<file path="src/rtl/uart_rx_if.sv">
`default_nettype none
// ============================================================================
//  Module      : uart_rx_if
//  Description : Serial line, per-frame configuration and received-byte
//                reporting bundle shared by the UART receiver and its user.
//  Revision    : 1.0  initial release
// ============================================================================
interface uart_rx_if;
  logic       rx;           // asynchronous serial line, idle high
  logic [1:0] baud_rate;    // tick divider select
  logic [1:0] parity_type;  // 00 none, 01 even, 10 odd, 11 none
  logic       stop_bits;    // 0 = one stop bit, 1 = two stop bits
  logic [7:0] data_out;     // received byte
  logic       data_valid;   // one-clock strobe for data_out and flags
  logic       parity_err;   // parity mismatch in last frame
  logic       frame_err;    // a stop bit sampled low in last frame
  logic       rx_active;    // a frame is being received

  // User side: drives the line and configuration, observes the results
  modport master (
    output rx, baud_rate, parity_type, stop_bits,
    input  data_out, data_valid, parity_err, frame_err, rx_active
  );

  // Receiver side
  modport slave (
    input  rx, baud_rate, parity_type, stop_bits,
    output data_out, data_valid, parity_err, frame_err, rx_active
  );
endinterface
`default_nettype wire

</file>
<file path="src/rtl/uart_rx.sv">
`default_nettype none
// ============================================================================
//  Module      : uart_rx
//  Description : UART receiver with 16x oversampling. Frame: start bit,
//                8 data bits LSB first, optional even/odd parity, 1 or 2
//                stop bits. Delivers each byte with a one-clock strobe and
//                parity / framing error flags.
//                Optional build macro UART_RX_MAJORITY_EN: each bit is the
//                2-of-3 majority of the samples at ticks 6, 7 and 8, decided
//                at tick 8. Without it a single sample at tick 7 is used.
//  Revision    : 1.0  initial release
// ============================================================================
module uart_rx #(
  parameter int TICK_DIV0 = 1302,  // clocks per 16x tick, baud_rate = 00
  parameter int TICK_DIV1 = 651,   // baud_rate = 01
  parameter int TICK_DIV2 = 326,   // baud_rate = 10
  parameter int TICK_DIV3 = 163    // baud_rate = 11
) (
  input  logic     clock,
  input  logic     rst,
  uart_rx_if.slave bus
);

  // --------------------------------------------------------------------------
  // Divider sizing: wide enough for the largest terminal count
  // --------------------------------------------------------------------------
  localparam int c_div_max01 = (TICK_DIV0 > TICK_DIV1) ? TICK_DIV0 : TICK_DIV1;
  localparam int c_div_max23 = (TICK_DIV2 > TICK_DIV3) ? TICK_DIV2 : TICK_DIV3;
  localparam int c_div_max   = (c_div_max01 > c_div_max23) ? c_div_max01 : c_div_max23;
  localparam int c_div_w     = $clog2(c_div_max + 1);

  localparam logic [c_div_w-1:0] c_term0 = c_div_w'(TICK_DIV0 - 1);
  localparam logic [c_div_w-1:0] c_term1 = c_div_w'(TICK_DIV1 - 1);
  localparam logic [c_div_w-1:0] c_term2 = c_div_w'(TICK_DIV2 - 1);
  localparam logic [c_div_w-1:0] c_term3 = c_div_w'(TICK_DIV3 - 1);

  localparam logic [1:0] c_par_even = 2'b01;
  localparam logic [1:0] c_par_odd  = 2'b10;

  typedef enum logic [2:0] {
    S_IDLE      = 3'd0,
    S_START     = 3'd1,
    S_DATA      = 3'd2,
    S_PARITY    = 3'd3,
    S_STOP1     = 3'd4,
    S_STOP2     = 3'd5,
    S_WAIT_IDLE = 3'd6
  } state_t;

  // --------------------------------------------------------------------------
  // Declarations
  // --------------------------------------------------------------------------
  state_t             r_state;
  state_t             w_state_next;

  logic               r_rx_meta;     // first synchronizer stage
  logic               r_rx_s;        // synchronized line
  logic               r_rx_prev;     // previous synchronized value, edge detect

  logic [1:0]         r_cfg_baud;    // configuration latched per frame
  logic [1:0]         r_cfg_parity;
  logic               r_cfg_stop2;

  logic [c_div_w-1:0] r_div_cnt;
  logic [c_div_w-1:0] w_div_term;
  logic [3:0]         r_tick_cnt;
  logic               w_frame_run;
  logic               w_tick;
  logic               w_decide;
  logic               w_bit;

  logic [7:0]         r_shift;
  logic [2:0]         r_bit_idx;
  logic               r_perr;
  logic               r_ferr;
  logic               w_par_en;
  logic               w_par_exp;

  logic               w_fall;
  logic               w_start_det;
  logic               w_finish;

  logic [7:0]         r_data_out;
  logic               r_data_valid;
  logic               r_parity_err;
  logic               r_frame_err;

  // --------------------------------------------------------------------------
  // Two-flop synchronizer plus a delayed copy for falling-edge detection;
  // all stages reset to the idle-high line level.
  // --------------------------------------------------------------------------
  always_ff @(posedge clock) begin
    if (rst) begin
      r_rx_meta <= 1'b1;
      r_rx_s    <= 1'b1;
      r_rx_prev <= 1'b1;
    end else begin
      r_rx_meta <= bus.rx;
      r_rx_s    <= r_rx_meta;
      r_rx_prev <= r_rx_s;
    end
  end

  assign w_fall      = r_rx_prev & ~r_rx_s;
  assign w_start_det = (r_state == S_IDLE) & w_fall;

  // Frame is in progress in every state between start detection and finish
  assign w_frame_run = (r_state == S_START)  || (r_state == S_DATA) ||
                       (r_state == S_PARITY) || (r_state == S_STOP1) ||
                       (r_state == S_STOP2);

  // Select the divider terminal count from the configuration latched at start
  always_comb begin
    w_div_term = c_term3;
    case (r_cfg_baud)
      2'b00:   w_div_term = c_term0;
      2'b01:   w_div_term = c_term1;
      2'b10:   w_div_term = c_term2;
      default: w_div_term = c_term3;
    endcase
  end

  assign w_tick = w_frame_run && (r_div_cnt == w_div_term);

  // Clock divider: held at zero outside a frame so the first tick lands a
  // full divider period after start detection
  always_ff @(posedge clock) begin
    if (rst) begin
      r_div_cnt <= '0;
    end else if (!w_frame_run || w_tick) begin
      r_div_cnt <= '0;
    end else begin
      r_div_cnt <= r_div_cnt + 1'b1;
    end
  end

  // 16x tick counter: position within the current bit, wraps 15 -> 0
  always_ff @(posedge clock) begin
    if (rst) begin
      r_tick_cnt <= 4'd0;
    end else if (!w_frame_run) begin
      r_tick_cnt <= 4'd0;
    end else if (w_tick) begin
      r_tick_cnt <= r_tick_cnt + 4'd1;
    end
  end

  // --------------------------------------------------------------------------
  // Bit decision point and bit value
  // --------------------------------------------------------------------------
`ifdef UART_RX_MAJORITY_EN
  localparam logic [3:0] c_decide_cnt = 4'd8;

  logic r_maj_a;  // sample at tick 6
  logic r_maj_b;  // sample at tick 7

  // Capture the two early samples; the third is the live line at tick 8
  always_ff @(posedge clock) begin
    if (rst) begin
      r_maj_a <= 1'b1;
      r_maj_b <= 1'b1;
    end else if (w_tick && (r_tick_cnt == 4'd6)) begin
      r_maj_a <= r_rx_s;
    end else if (w_tick && (r_tick_cnt == 4'd7)) begin
      r_maj_b <= r_rx_s;
    end
  end

  assign w_bit = (r_maj_a & r_maj_b) | (r_maj_a & r_rx_s) | (r_maj_b & r_rx_s);
`else
  localparam logic [3:0] c_decide_cnt = 4'd7;

  assign w_bit = r_rx_s;
`endif

  assign w_decide = w_tick && (r_tick_cnt == c_decide_cnt);

  // Parity expectation from the received data bits
  assign w_par_en  = (r_cfg_parity == c_par_even) || (r_cfg_parity == c_par_odd);
  assign w_par_exp = (^r_shift) ^ (r_cfg_parity == c_par_odd);

  // --------------------------------------------------------------------------
  // FSM state register
  // --------------------------------------------------------------------------
  always_ff @(posedge clock) begin
    if (rst) begin
      r_state <= S_IDLE;
    end else begin
      r_state <= w_state_next;
    end
  end

  // FSM next-state logic; w_finish marks the clock whose edge delivers the byte
  always_comb begin
    w_state_next = r_state;
    w_finish     = 1'b0;
    case (r_state)
      S_IDLE: begin
        if (w_fall) begin
          w_state_next = S_START;
        end
      end
      S_START: begin
        if (w_decide) begin
          w_state_next = w_bit ? S_IDLE : S_DATA;
        end
      end
      S_DATA: begin
        if (w_decide && (r_bit_idx == 3'd7)) begin
          w_state_next = w_par_en ? S_PARITY : S_STOP1;
        end
      end
      S_PARITY: begin
        if (w_decide) begin
          w_state_next = S_STOP1;
        end
      end
      S_STOP1: begin
        if (w_decide) begin
          if (r_cfg_stop2) begin
            w_state_next = S_STOP2;
          end else begin
            w_finish     = 1'b1;
            w_state_next = (r_ferr || !w_bit) ? S_WAIT_IDLE : S_IDLE;
          end
        end
      end
      S_STOP2: begin
        if (w_decide) begin
          w_finish     = 1'b1;
          w_state_next = (r_ferr || !w_bit) ? S_WAIT_IDLE : S_IDLE;
        end
      end
      S_WAIT_IDLE: begin
        // A held-low line (break) must return high before a new start
        if (r_rx_s) begin
          w_state_next = S_IDLE;
        end
      end
      default: begin
        w_state_next = S_IDLE;
      end
    endcase
  end

  // Per-frame datapath: configuration latch, data shift, error accumulation
  always_ff @(posedge clock) begin
    if (rst) begin
      r_cfg_baud   <= 2'b00;
      r_cfg_parity <= 2'b00;
      r_cfg_stop2  <= 1'b0;
      r_shift      <= 8'h00;
      r_bit_idx    <= 3'd0;
      r_perr       <= 1'b0;
      r_ferr       <= 1'b0;
    end else if (w_start_det) begin
      r_cfg_baud   <= bus.baud_rate;
      r_cfg_parity <= bus.parity_type;
      r_cfg_stop2  <= bus.stop_bits;
      r_bit_idx    <= 3'd0;
      r_perr       <= 1'b0;
      r_ferr       <= 1'b0;
    end else if (w_decide) begin
      case (r_state)
        S_DATA: begin
          r_shift[r_bit_idx] <= w_bit;
          r_bit_idx          <= r_bit_idx + 3'd1;
        end
        S_PARITY: begin
          r_perr <= (w_bit != w_par_exp);
        end
        S_STOP1, S_STOP2: begin
          if (!w_bit) begin
            r_ferr <= 1'b1;
          end
        end
        default: begin
        end
      endcase
    end
  end

  // Result registers: updated together with the one-clock valid strobe
  always_ff @(posedge clock) begin
    if (rst) begin
      r_data_out   <= 8'h00;
      r_data_valid <= 1'b0;
      r_parity_err <= 1'b0;
      r_frame_err  <= 1'b0;
    end else begin
      r_data_valid <= w_finish;
      if (w_finish) begin
        r_data_out   <= r_shift;
        r_parity_err <= r_perr;
        r_frame_err  <= r_ferr | ~w_bit;
      end
    end
  end

  // --------------------------------------------------------------------------
  // Outputs
  // --------------------------------------------------------------------------
  assign bus.data_out   = r_data_out;
  assign bus.data_valid = r_data_valid;
  assign bus.parity_err = r_parity_err;
  assign bus.frame_err  = r_frame_err;
  assign bus.rx_active  = w_frame_run;

endmodule
`default_nettype wire
</file>
<file path="src/flat_wrapper.sv">
// flat-port wrapper written by rule: the top's interface ports become plain ports
module uart_rx_flat 
#(
  parameter int TICK_DIV0 = 1302,                                        
  parameter int TICK_DIV1 = 651,                    
  parameter int TICK_DIV2 = 326,                    
  parameter int TICK_DIV3 = 163                     
)
  (clock, rst, bus_rx, bus_baud_rate, bus_parity_type, bus_stop_bits, bus_data_out, bus_data_valid, bus_parity_err, bus_frame_err, bus_rx_active);
  uart_rx_if bus_i ();
  input  logic clock;
  input  logic rst;
  input wire logic [$bits(bus_i.rx)-1:0] bus_rx;
  input wire logic [$bits(bus_i.baud_rate)-1:0] bus_baud_rate;
  input wire logic [$bits(bus_i.parity_type)-1:0] bus_parity_type;
  input wire logic [$bits(bus_i.stop_bits)-1:0] bus_stop_bits;
  output wire logic [$bits(bus_i.data_out)-1:0] bus_data_out;
  output wire logic [$bits(bus_i.data_valid)-1:0] bus_data_valid;
  output wire logic [$bits(bus_i.parity_err)-1:0] bus_parity_err;
  output wire logic [$bits(bus_i.frame_err)-1:0] bus_frame_err;
  output wire logic [$bits(bus_i.rx_active)-1:0] bus_rx_active;
  assign bus_i.rx = bus_rx;
  assign bus_i.baud_rate = bus_baud_rate;
  assign bus_i.parity_type = bus_parity_type;
  assign bus_i.stop_bits = bus_stop_bits;
  assign bus_data_out = bus_i.data_out;
  assign bus_data_valid = bus_i.data_valid;
  assign bus_parity_err = bus_i.parity_err;
  assign bus_frame_err = bus_i.frame_err;
  assign bus_rx_active = bus_i.rx_active;
  uart_rx #(.TICK_DIV0(TICK_DIV0), .TICK_DIV1(TICK_DIV1), .TICK_DIV2(TICK_DIV2), .TICK_DIV3(TICK_DIV3)) u_core (.clock(clock), .rst(rst), .bus(bus_i));
endmodule
</file>
<file path="config.mk">
export PLATFORM = sky130hd
export DESIGN_NAME = uart_rx_flat
export DESIGN_NICKNAME = d
export VERILOG_FILES = /design/src/rtl/uart_rx_if.sv /design/src/rtl/uart_rx.sv /design/src/flat_wrapper.sv
export SDC_FILE = /design/constraint.sdc
export NUM_CORES = 1
export LEC_CHECK = 0
export ABC_AREA = 1
export BUFFER_PORTS_ARGS = -buffer_cell sky130_fd_sc_hd__clkbuf_2
export CAP_MARGIN = 20
export CELL_PAD_IN_SITES_DETAIL_PLACEMENT = 0
export CELL_PAD_IN_SITES_GLOBAL_PLACEMENT = 1
export CORE_ASPECT_RATIO = 1.2
export CORE_UTILIZATION = 43
export CTS_CLUSTER_SIZE = 16
export DETAILED_ROUTE_END_ITERATION = 16
export PLACE_DENSITY = 0.9
export RECOVER_POWER = 100
export SLEW_MARGIN = 20
export SYNTH_ARGS = -nofsm -noshare
export SYNTH_HDL_FRONTEND = slang
export SYNTH_SLANG_ARGS = --single-unit
</file>
<file path="constraint.sdc">
create_clock -name clock -period 2.4 [get_ports clock]
set_clock_uncertainty 0.15 [all_clocks]
set_input_delay 0.12 -clock clock [delete_from_list [all_inputs] [get_ports clock]]
set_output_delay 0.12 -clock clock [all_outputs]
set_load 0.02 [all_outputs]
</file>
==> results.md <==
* Critical path type: reg -> reg
* Leakage power at 1.242 nW
* Smallest hold slack at 277.2 ps
* Reg power frac at 0.431
* Met1 Routed Length at 2.287 mm
* Core area at 0.005668 mm^2
* Vias/cell at 4.677
* Dpl cell area at 0.002719 mm^2
* RSZ-0062 raised after global routing: no
* Mean Syn Cell Area at 7.036 um^2
* Worst reg2reg setup slack at 230 ps
* Chip width at 72.16 um
* Clock slew at reported path FFs at 90 ps
* DIE AREA at 0.006219 mm^2
* Achievable Freq at 460.1 MHz
* Sw power at 0.7563 mW
* Capturing element type of the critical path: register
* Hpwl dp at 3.843 mm
* Commonest non-fill, non-tap cell in the layout: nand2_1
* Most frequent cells in the layout: 72 x nand2_1, 55 x inv_1, 50 x nor2_1, 50 x dfxtp_1, 26 x a21oi_1
* Crit path from: u_core.r_cfg_baud[0]
* Synthesized net count at 374
* Reg-to-Reg Start: u_core.r_cfg_baud[0]
* Post-synthesis sequential area ratio at 0.3941
* Number of synthesized flops with an enable pin at 0
* Outcome: completed
* Root buf cell: clkbuf_8
* Die Span Y at 86.19 um
* Boundary Pins at 20
* Post-synth cell types at 36
* WL met3 at 151 um
* CTS Sinks at 50
* Layout cells sized above 1 at 0.09669
* Largest delay share family, worst path: simple AND/OR/NAND/NOR gates
* Final Cycle Share at 0.9056
* Setup tns final at 0 ps
* Synth Cell Area at 0.002540 mm^2
* First-pass GRT wire length at 8.638 mm
* Final Slew Violations at 0
* Tightest Pin Transition at 1187 ps
* Pwr Density at 751.8 mW/mm^2
* Vias at 2212
* Hold Fails Final Rpt at 0
* P_int at 1.400 mW
* Final worst slack at 226.6 ps
* Rel. slew slack at 0.2089
* Leading area contributor after synthesis: dfxtp_1
* TritonCTS clock tree: yes
* CTS buffer count at 5
* Critical Path Max Stage Delay at 490 ps
* Synth warn at 0
* Longest Clk Path Bufs at 2
* Synthesized flop and latch total at 50
* Post-CTS Resized at 0
* Largest net degree at the start of global routing at 28
* Initial antenna violation count at 0
* Area delta synth->final at 12.91%
* H-tree depth at 2
* Core Rows at 30
* Comb pwr share at 0.292
* Sw Share at 0.3508
* Crit-path cells: clkinv_2 -> nand2_2 -> nand3_1 -> nand2_1 -> nand2_2 -> nor2_8 -> nand4_4 -> nor2_2 -> nand3_1 -> nand2_1 -> nor2_1
* Share of total power in the clock network at 0.277
* Wire per inst at 10.79 um
* DRC Markers at 0
* Ant. Diodes at 0
* Final non-filler cell area at 0.002868 mm^2
* Max-cap viol count at 0
* Antenna-violating nets left at 0
* FFs w/ async S/R, synth at 0
* DR pass1 iterations at 4
* WP buf/inv at 1
* Total Routed Length at 5.102 mm
* Crit-path slowest cell: dfxtp_1
* Fin nets at 405
* Total track usage at 0.1777
* Later-pin clock latency in the skew report at 300 ps
* Initial DRC count at 61
* Uppermost layer routed: met4
* CP required at 2450 ps
* Setup violations, final at 0
* Met2 WL at 2.546 mm
* Port buffer count at 19
* Share of the synthesized area in the top cell type at 0.3941
* Top post-synthesis cells by area: dfxtp_1 39%, nand2_1 11%, inv_1 8.0%, nor2_1 7.2%, a21oi_1 5.1%
* Most used DFF post-synth: dfxtp_1
* Post-place setup slack at 268.8 ps
* Worst Path Max Fanout at 8
* Synth Instances at 361
* Setup crit start kind: register
* Initial core utilization at 0.4481
* Vias in the first global route at 2073
* Crit path DAT at 2230 ps
* Min-Delay Path Class: reg -> reg
* Hold Startpoint: u_core.r_rx_meta
* Final min period at 2173 ps
* Grt total ovfl at 0
* Worst vdd ir at 0.4177 mV
* Routability cong. at 0.8644
-- worst register-to-register path, delay by kind of cell (launching register included) --
family	cells	cell delay, ps
simple gates	10	1290
flops	1	490
buf+inv	1	150
-- power groups by stage --
stage / sequential, mW / combinational, mW / clock [mW]
2_1_floorplan: 0.931 / 0.520 / 0
3_5_place_dp: 0.949 / 0.641 / 0
4_1_cts: 0.930 / 0.654 / 0.625
5_1_grt: 0.936 / 0.709 / 0.653
6_report: 0.930 / 0.630 / 0.596
3_3_place_gp: 0.949 / 0.638 / 0
-- routing by layer --
layer / vias up / track usage
met5: - / 0
met4: 0 / 0.08734
met3: 10 / 0.03837
met2: 27 / 0.3280
met1: 980 / 0.1883
li1: 1195 / -
-- state kept, by name (all words and copies together), names as in the netlist, 2 cells and up --
signal and flops:
u_core.bus.data_out 8, u_core.r_bit_idx 3, u_core.r_cfg_baud 2, u_core.r_cfg_parity 2, u_core.r_div_cnt 11, u_core.r_shift 8, u_core.r_state 3, u_core.r_tick_cnt 4
-- cell families after synthesis --
logic type               Yosys count  synth area share
AO/OA/AOI/OAI                     58            0.1256
XOR/XNOR                          10           0.03449
adder cells (fa/ha/maj)            5           0.02463
buffers and inverters             68            0.1089
flip-flops                        50            0.3941
AND/OR/NAND/NOR                  170            0.3123
-- synth_stat cells, types with 5 or more instances --
library cell / instances
nor2_1: 49
o21ai_1: 12
nand3_1: 19
dfxtp_1: 50
a21oi_1: 26
ha_1: 5
o21ai_0: 13
inv_2: 6
xnor2_1: 7
nand2_2: 5
nand2_1: 72
nor3_1: 8
inv_1: 54
-- path summary, 6_finish.rpt --
| check | endpoint | cells after the start |
|---|---|---|
| setup / recovery | u_core.r_shift[5] | 11 |
| hold / removal | u_core.r_rx_s | 1 |
| setup reg to reg | u_core.r_shift[5] | 11 |
| hold reg to reg | u_core.r_rx_s | 1 |
-- metrics by stage --
stage / utilization / std cells / total power [mW]
after floorplan: - / 361 / 1.450
after global placement: 0.4797 / 457 / 1.587
after detailed placement: 0.4797 / 457 / 1.591
after CTS: 0.5137 / 473 / 2.209
after global routing: 0.5060 / 473 / 2.298
final: 0.5060 / 473 / 2.156
-- cell type report --
type / instances / area, um^2
clock inverter: 3 / 43.79
fill: 582 / 2800
sequential: 50 / 1001
clock buffer: 5 / 68.82
tap: 80 / 100.1
timing repair buffer: 31 / 185.2
inverter: 61 / 230.2
multi-input combinational: 243 / 1239
-- timing repair --
| action | in CTS | in global routing |
|---|---|---|
| setup buffers | 0 | 0 |
| endpoints found under the hold margin | 8 | 0 |
| hold buffers | 8 | 0 |
(Power assumes the default switching activity.)
